File: src/rtl/dpram_write_arbiter.sv
// Round-robin write-port arbiter with bounded bursts and a 1-cycle read sequencer for a dual-port RAM.
// Optional macro DPRAM_WR_FWD_EN adds same-cycle write-to-read forwarding (new data on collision).
//
// state  | meaning
// IDLE   | no grant held, RAM port A idle
// GRANT0 | requester 0 owns port A
// GRANT1 | requester 1 owns port A
module dpram_write_arbiter #(
  parameter int RAM_WIDTH = 16,
  parameter int RAM_DEPTH = 1024,
  parameter int MAX_BURST = 8,
  localparam int AW = $clog2(RAM_DEPTH),
  localparam int BW = $clog2(MAX_BURST + 1)
) (
  input  logic                 clk_i,
  input  logic                 rst_i,
  input  logic                 m0_req_i,
  input  logic [AW-1:0]        m0_addr_i,
  input  logic [RAM_WIDTH-1:0] m0_data_i,
  input  logic                 m1_req_i,
  input  logic [AW-1:0]        m1_addr_i,
  input  logic [RAM_WIDTH-1:0] m1_data_i,
  output logic                 m0_gnt_o,
  output logic                 m1_gnt_o,
  input  logic                 rd_req_i,
  input  logic [AW-1:0]        rd_addr_i,
  output logic [RAM_WIDTH-1:0] rd_data_o,
  output logic                 rd_valid_o,
  output logic                 ram_we_a_o,
  output logic [AW-1:0]        ram_addr_a_o,
  output logic [RAM_WIDTH-1:0] ram_din_a_o,
  output logic                 ram_re_b_o,
  output logic [AW-1:0]        ram_addr_b_o,
  input  logic [RAM_WIDTH-1:0] ram_dout_b_i
);

  typedef enum logic [1:0] {
    IDLE   = 2'd0,
    GRANT0 = 2'd1,
    GRANT1 = 2'd2
  } state_t;

  localparam logic [BW-1:0] LAST_BEAT = BW'(MAX_BURST - 1);

  state_t          state_q, state_d;
  logic            last_served_q, last_served_d;
  logic [BW-1:0]   beat_cnt_q, beat_cnt_d;
  logic            rd_valid_q, rd_valid_d;

  always_ff @(posedge clk_i or posedge rst_i) begin
    if (rst_i) begin
      state_q       <= IDLE;
      last_served_q <= 1'b1;
      beat_cnt_q    <= '0;
      rd_valid_q    <= 1'b0;
    end else begin
      state_q       <= state_d;
      last_served_q <= last_served_d;
      beat_cnt_q    <= beat_cnt_d;
      rd_valid_q    <= rd_valid_d;
    end
  end

  always_comb begin
    state_d       = state_q;
    last_served_d = last_served_q;
    beat_cnt_d    = beat_cnt_q;
    ram_we_a_o    = 1'b0;
    ram_addr_a_o  = '0;
    ram_din_a_o   = '0;

    case (state_q)
      IDLE: begin
        if (m0_req_i && m1_req_i) begin
          state_d = last_served_q ? GRANT0 : GRANT1;
        end else if (m0_req_i) begin
          state_d = GRANT0;
        end else if (m1_req_i) begin
          state_d = GRANT1;
        end
      end

      GRANT0: begin
        ram_we_a_o   = m0_req_i;
        ram_addr_a_o = m0_addr_i;
        ram_din_a_o  = m0_data_i;
        // A dropped request or the final allowed beat both end the burst.
        if (!m0_req_i || beat_cnt_q == LAST_BEAT) begin
          last_served_d = 1'b0;
          beat_cnt_d    = '0;
          if (m1_req_i) begin
            state_d = GRANT1;
          end else if (m0_req_i) begin
            state_d = GRANT0;
          end else begin
            state_d = IDLE;
          end
        end else begin
          beat_cnt_d = beat_cnt_q + BW'(1);
        end
      end

      GRANT1: begin
        ram_we_a_o   = m1_req_i;
        ram_addr_a_o = m1_addr_i;
        ram_din_a_o  = m1_data_i;
        if (!m1_req_i || beat_cnt_q == LAST_BEAT) begin
          last_served_d = 1'b1;
          beat_cnt_d    = '0;
          if (m0_req_i) begin
            state_d = GRANT0;
          end else if (m1_req_i) begin
            state_d = GRANT1;
          end else begin
            state_d = IDLE;
          end
        end else begin
          beat_cnt_d = beat_cnt_q + BW'(1);
        end
      end

      default: begin
        state_d = IDLE;
      end
    endcase
  end

  assign m0_gnt_o = (state_q == GRANT0);
  assign m1_gnt_o = (state_q == GRANT1);

  assign ram_re_b_o   = rd_req_i;
  assign ram_addr_b_o = rd_addr_i;
  assign rd_valid_d   = rd_req_i;
  assign rd_valid_o   = rd_valid_q;

`ifdef DPRAM_WR_FWD_EN
  logic                 fwd_hit_q, fwd_hit_d;
  logic [RAM_WIDTH-1:0] fwd_data_q, fwd_data_d;

  // The RAM is read-first, so a same-address write must be bypassed to the reader.
  assign fwd_hit_d  = ram_we_a_o && rd_req_i && (ram_addr_a_o == rd_addr_i);
  assign fwd_data_d = ram_din_a_o;

  always_ff @(posedge clk_i or posedge rst_i) begin
    if (rst_i) begin
      fwd_hit_q  <= 1'b0;
      fwd_data_q <= '0;
    end else begin
      fwd_hit_q  <= fwd_hit_d;
      fwd_data_q <= fwd_data_d;
    end
  end

  assign rd_data_o = fwd_hit_q ? fwd_data_q : ram_dout_b_i;
`else
  assign rd_data_o = ram_dout_b_i;
`endif

endmodule

File: config.mk
export PLATFORM = sky130hd
export DESIGN_NAME = dpram_write_arbiter
export DESIGN_NICKNAME = d
export VERILOG_FILES = /design/src/rtl/dpram_write_arbiter.sv
export SDC_FILE = /design/constraint.sdc
export NUM_CORES = 1
export LEC_CHECK = 0
export CAP_MARGIN = 0
export CORE_ASPECT_RATIO = 1.25
export CORE_MARGIN = 2
export CORE_UTILIZATION = 26
export DETAILED_ROUTE_END_ITERATION = 10
export PLACE_DENSITY = 0.81
export SYNTH_ARGS = -nofsm -noshare
export SYNTH_HDL_FRONTEND = slang
export SYNTH_SLANG_ARGS = --single-unit
File: constraint.sdc
create_clock -name clk_i -period 2.2 [get_ports clk_i]
set_input_delay 0.22 -clock clk_i [delete_from_list [all_inputs] [get_ports clk_i]]
set_output_delay 0.22 -clock clk_i [all_outputs]
set_load 0.02 [all_outputs]
==> impl_results.md, run 1 <==
* Net Count, Synth at 229
* DRC violations left at 0
* WHS at 237 ps
* Most frequent cells in the layout: clkdlybuf4s50_1 (60), a22oi_1 (26), nor2b_1 (26), dlygate4sd2_1 (26), inv_1 (9)
* Initial antenna violation count at 0
* Post-route design area at 1910 µm²
* Final period demand of the worst path at 1990 ps
* Max-slew violations at 0
* Reg area at 201 µm²
* Final worst slack at 208 ps
* Post-DR vias/cell at 4.66
* Max Cap Viol at 0
* Critical path arrival at 1770 ps
* # fillers at 429
* Die X at 62.4 µm
* Worst Path Required at 1980 ps
* Setup bufs post-CTS at 0
* Critical path's slowest cell: clkdlybuf4s50_1
* Vias at 1197
* Core box area at 4100 µm²
* Layout cell share with drive strength beyond 1 at 5.47%
* Max Clock Skew at 6.12 ps
* TritonRoute pass-1 iters at 4
* Hold crit path type: input port to async pin
* Chip height at 77.0 µm
* Register-to-Register Path Depth at 5
* Initial core utilization at 27.1%
* First-pass GRT wire length at 5.29 mm
* Worst Path Class, Setup: register to output port
* Drt wl/cell at 13.4 µm
* FP Rows at 26
* CTS root buffer: clkbuf_8
* CTS Buffer Depth at 2
* CP endpoint kind: output port
* Syn Area/Cell at 7.93 µm²
* Register-to-Register Setup Slack at 480 ps
* Commonest non-fill, non-tap cell in the layout: clkdlybuf4s50_1
* ANT cells at 0
* Launching point of the worst reg2reg path: state_q[0]
* Nets at 291
* Hpwl dp at 2.76 mm
* Setup violations, final at 0
* Routed Antenna Nets at 0
* Final RePlAce weighted congestion at 0.886
* P_leak at 0.847 nW
* R2r endpoint: state_q[1]
* Cts bufs inserted at 3
* Dpl ws at 191 ps
* I/O Pins at 140
* Overall Power at 2.11 mW
* Final wirelength at 3.45 mm
* Type of origin of the critical path: register
* Mapped Area at 1110 µm²
* Final Hold Fails at 0
* Dpl cell area at 1890 µm²
* Post-synth cell types at 27
* Fmax at 0.502 GHz
* Worst-margin pin slew at 315 ps
* Clock transition at path regs at 40 ps
* Post-route insts no fill at 257
* Post-Synthesis Cells at 140
* Peak supply drop at 0.687 mV
* Total Routing Usage GR at 13.2%
* Vias in the first global route at 1151
* Sequence of cells on the critical path: inv_1 > ha_1 > buf_4 > clkdlybuf4s50_1
* Setup TNS at 0 ps
* Clock Latency Late Sink at 230 ps
* RSZ-0062 raised after global routing: no
* Max_slew headroom at 79.0%
* CTS H-Tree Depth at 1
* Starting DRT DRC Count at 43
* Cells after DPL at 253
* Port bufs at 87
* Final core occ at 46.6%
* Footprint of the multi-input gates at 637 µm²
* Period utilization at 90.5%
* CP max FO at 5
* Slowest stage delay, CP at 600 ps
* Synthesis-stage register bit count at 8
* CTS tree: yes
* DIE AREA at 4810 µm²
* Seq/Total Area, Yosys at 18.2%
* CTS sink cnt at 8
* Status: finished clean
* Layout area overhead at 72.2%
* Cts hold-fix bufs at 0
* PD cells at 1100 nW/µm²
* Ys Warns at 0
* Pin count of the biggest net entering global routing at 36
* Grt ovf at 0
how the worst max path moves through the flow:
stage	endpoint	slack (ps)	startpoint
6_report	m1_gnt_o	210	state_q[0]
5_1_grt	ram_addr_a_o[6]	110	state_q[0]
4_1_cts	ram_we_a_o	4	state_q[0]
3_5_place_dp	ram_din_a_o[8]	190	state_q[0]
3_3_place_gp	ram_din_a_o[3]	220	state_q[0]
2_1_floorplan	ram_din_a_o[10]	400	state_q[0]
area by class of cell:
class                   instances  share of cell area, %
inverters                       9                   1.77
repair buffers                 93                   48.3
well taps                      56                   3.67
multi-input cells              87                   33.3
clock buffers                   4                   2.36
flip-flops and latches          8                   10.5
power by group:
group | internal [mW] | switching (mW)
Combinational | 0.812 | 0.845
Clock | 0.126 | 0.0611
Sequential | 0.213 | 0.0525
Total | 1.15 | 0.959
logic make-up (layout without fill, tap and decap cells):
kind of cell             Yosys count  after routing  synth area share [%]
buffers and inverters             45            106                  24.7
AO/OA/AOI/OAI                     37             37                  24.8
adder cells (fa/ha/maj)            6              6                  6.76
flip-flops                         8              8                  18.2
AND/OR/NAND/NOR                   39             39                  20.7
multiplexers                       5              5                  4.85
cells in the mapped netlist:
cell	count	area (µm²)
o21a_1	1	7.51
mux2i_1	2	20.0
mux2_1	3	33.8
o22ai_1	3	18.8
buf_1	1	3.75
a22oi_1	26	195
buf_4	27	203
nor3_1	1	5.00
a21oi_1	2	10.0
clkbuf_1	5	18.8
dfstp_2	1	26.3
and2_1	1	6.26
inv_1	9	33.8
a211oi_1	1	7.51
nor3b_1	1	7.51
a22o_1	2	17.5
nand2b_1	1	6.26
buf_2	3	15.0
a32o_1	1	10.0
nand3b_1	1	7.51
dfrtp_1	7	175
nand3_1	2	10.0
ha_1	6	75.1
nor2b_1	26	163
nand2_1	5	18.8
nor4_1	1	6.26
o32ai_1	1	8.76
worst max-delay path: cells and delay by family (launching register included):
kind                     cells  cell delay, ps
adder cells (fa/ha/maj)      1             260
buffers and inverters        3             870
flip-flops                   1             420
layer usage:
layer  global-route usage [%]  up-vias  wire length, µm
li1                         -      589                -
met1                     14.6      551             1320
met2                     24.8       47             1820
met3                     2.35       10              239
met4                     4.44        0               78
met5                        0        -                0
repair_timing:
item / 4_1_cts / 5_1_grt
setup endpoints to repair: 26 / 1
gates cloned: 0 / 0
gates resized for setup: 26 / 2
sequential cells by signal (all words and copies together), names as in the netlist:
register	count
last_served_q	1
beat_cnt_q	4
state_q	2
rd_valid_o	1
Power figures use the tool's default switching activity.
==> inputs of run 2 (changes only) <==
--- a/config.mk
+++ b/config.mk
@@ -5,7 +5,7 @@
 export SDC_FILE = /design/constraint.sdc
 export NUM_CORES = 1
 export LEC_CHECK = 0
-export CAP_MARGIN = 0
+export CAP_MARGIN = 20
 export CORE_ASPECT_RATIO = 1.25
 export CORE_MARGIN = 2
 export CORE_UTILIZATION = 26
==> results of run 2 <==
The final DEF is identical to that of run 1; final timing and power are the same.
==> inputs of run 3 (changes only) <==
--- a/config.mk
+++ b/config.mk
@@ -6,11 +6,12 @@
 export NUM_CORES = 1
 export LEC_CHECK = 0
 export CAP_MARGIN = 20
-export CORE_ASPECT_RATIO = 1.25
-export CORE_MARGIN = 2
-export CORE_UTILIZATION = 26
+export CORE_AREA = 2 2 54 56
 export DETAILED_ROUTE_END_ITERATION = 10
-export PLACE_DENSITY = 0.81
+export DIE_AREA = 0 0 56 58
+export DONT_BUFFER_PORTS = 1
+export HOLD_SLACK_MARGIN = 0.1
+export SLEW_MARGIN = 20
 export SYNTH_ARGS = -nofsm -noshare
 export SYNTH_HDL_FRONTEND = slang
 export SYNTH_SLANG_ARGS = --single-unit
==> run 3 against run 2 <==
Effect of this change:
- total power shrank 16%
- first-iteration DRC count grew 28%
- flip-flop and latch count is the same
- worst setup slack lost 6.8 ps
- critical endpoint is now ram_din_a_o[7]
==> impl_results.md, run 3 (synthesized netlist as in run 1, its figures left out) <==
* Peak supply drop at 0.668 mV (-2.8%)
* Type of origin of the critical path: register
* GRT Max-Usage Layer: met2
* Final wirelength at 2.84 mm (-18%)
* Layout cell share with drive strength beyond 1 at 23.7% (+18 points)
* Cts bufs inserted at 3 (unchanged)
* Last element of the critical path: ram_din_a_o[7]
* CP max FO at 32 (+27)
* Post-CTS Resized at 0 (-100%)
* Final RePlAce weighted congestion at 0.766 (-14%)
* R2r endpoint: beat_cnt_q[1]
* DRC violations left at 0 (unchanged)
* M1 GR Usage at 16.0% (+1.4 points)
* Max Cap Viol at 0 (unchanged)
* Drt wl/cell at 16.7 µm (+24%)
* Status: finished clean
* Crit path from: state_q[0]
* Starting DRT DRC Count at 55 (+28%)
* Overall Power at 1.78 mW (-16%)
* Max FFs per register at 4 (unchanged)
* Setup violations, final at 0 (unchanged)
* Largest register by flop count: beat_cnt_q
* Initial core utilization at 41.7% (+15 points)
* Final worst slack at 202 ps (-6.76 ps)
* Dpl ws at 467 ps (+276 ps)
* FP Rows at 19 (-27%)
* Post-DR vias/cell at 5.68 (+22%)
* P_leak at 0.505 nW (-40%)
* Die X at 56 µm (-10%)
* Final core occ at 44.0% (-2.6 points)
* Grt ovf at 0 (unchanged)
* M2 GR Usage at 29.6% (+4.7 points)
* CP endpoint kind: output port
* Slowest stage delay, CP at 420 ps (-180 ps)
* Chip height at 58 µm (-25%)
* # fillers at 254 (-41%)
* Nets at 229 (-21%)
* Register-to-Register Setup Slack at 500 ps (+20 ps)
* ANT cells at 0 (unchanged)
* Worst-margin pin slew at 350 ps (+35.1 ps)
* RSZ-0062 raised after global routing: no
* CP most frequent cell: buf_4
* Commonest non-fill, non-tap cell in the layout: buf_4
* Cells after DPL at 164 (-35%)
* Max-slew violations at 0 (unchanged)
* CTS H-Tree Depth at 1 (unchanged)
* Max_slew headroom at 76.7% (-2.3 points)
* DIE AREA at 3250 µm² (-32%)
* PD cells at 1520 nW/µm² (+38%)
* Port bufs at 0 (-100%)
* Clock Latency Late Sink at 250 ps (+20 ps)
* Clock transition at path regs at 60 ps (+20 ps)
* CTS root buffer: clkbuf_4
* Final Hold Fails at 0 (unchanged)
* CTS tree: yes
* Routed Antenna Nets at 0 (unchanged)
* Sequence of cells on the critical path: inv_1 > ha_1 > buf_4 > a22oi_1 > nor2b_1 > buf_4
* Final period demand of the worst path at 2000 ps (+6.76 ps)
* Vias in the first global route at 907 (-21%)
* Layout area overhead at 5.64%
* Hold crit path type: input port to register
* Total Routing Usage GR at 16.0% (+2.8 points)
* CTS sink cnt at 8 (unchanged)
* GR Layer Usage met3 at 5.58% (+3.2 points)
* Pin count of the biggest net entering global routing at 36 (unchanged)
* CTS Buffer Depth at 2 (unchanged)
* Top Registers: beat_cnt_q: 4 flops, state_q: 2 flops
* Fmax at 0.500 GHz (-0.34%)
* Hpwl dp at 2.33 mm (-16%)
* Initial antenna violation count at 0 (unchanged)
* Critical path arrival at 1780 ps (about the same)
* TritonRoute pass-1 iters at 4 (unchanged)
* Setup TNS at 0 ps (unchanged)
* Most frequent cells in the layout: buf_4 (29), a22oi_1 (26), nor2b_1 (26)
* Hold path cells at 2
* Period utilization at 90.8% (+0.31 points)
* Vias at 965 (-19%)
* Worst Path Required at 1980 ps (about the same)
* Post-route insts no fill at 170 (-34%)
* Register-to-Register Path Depth at 7 (+2)
* Critical path's slowest cell: dfrtp_1
* I/O Pins at 140 (unchanged)
* Worst Path Class, Setup: register to output port
* First-pass GRT wire length at 4.15 mm (-22%)
* Launching point of the worst reg2reg path: state_q[0]
* Core box area at 2660 µm² (-35%)
* Max Clock Skew at 2.83 ps (-3.29 ps)
==> run 3: cell count changes in the layout (fill, tap and decap cells not counted), moves of 2 or more <==
cell / delta
buf_12: -3
buf_4: +26
clkbuf_4: +3
clkbuf_8: -3
clkdlybuf4s50_1: -60
dlygate4sd2_1: -26
dlygate4sd3_1: +2
==> run 3: through the flow <==
step / cell area [µm²] / hold WS, ps
floorplan: 1110 / 34.9
global placement: 1130 / 63.6
detailed placement: 1130 / 72.8
CTS: 1170 / 220
global route: 1170 / 232
finish: 1170 / 213
==> run 3: per-layer routing <==
metal / part of all wire [%] / up-vias
li1: - / 462
met1: 34 / 419
met2: 52 / 72
met3: 11 / 12
met4: 2.9 / 0
met5: 0 / -
==> run 3: final cells by class <==
type | instances | area, µm² | area share (%)
tap | 31 | 38.8 | 3.31
sequential | 8 | 201 | 17.2
timing repair buffer | 31 | 238 | 20.3
clock buffer | 4 | 26.3 | 2.24
multi-input combinational | 87 | 634 | 54.1
inverter | 9 | 33.8 | 2.88
==> run 3: timing repair <==
| item | in CTS | in global routing |
|---|---|---|
| hold endpoints to repair | 9 | 0 |
| setup buffers | 0 | 0 |
| hold buffers | 2 | 0 |
| setup endpoints to repair | 0 | 0 |
==> run 3: where the power goes <==
group          switching [mW]  total (mW)  internal (mW)
Clock                  0.0525       0.122         0.0696
Sequential             0.0547       0.267          0.212
Combinational           0.770        1.39          0.622
==> run 3: worst min path at each step <==
stage	startpoint	endpoint	slack (ps)
6_report	m0_req_i	beat_cnt_q[2]	210
2_1_floorplan	rst_i	beat_cnt_q[0]	30
5_1_grt	m0_req_i	beat_cnt_q[2]	230
4_1_cts	m0_req_i	beat_cnt_q[2]	220
3_5_place_dp	rst_i	rd_valid_o	70
3_3_place_gp	rst_i	beat_cnt_q[0]	60
==> run 3: critical path: cells and delay by family (launching register included) <==
family / cells / cell delay, ps
buffers and inverters: 3 / 610
adder cells (fa/ha/maj): 1 / 170
flip-flops: 1 / 420
AND/OR/NAND/NOR: 1 / 170
AO/OA/AOI/OAI: 1 / 150
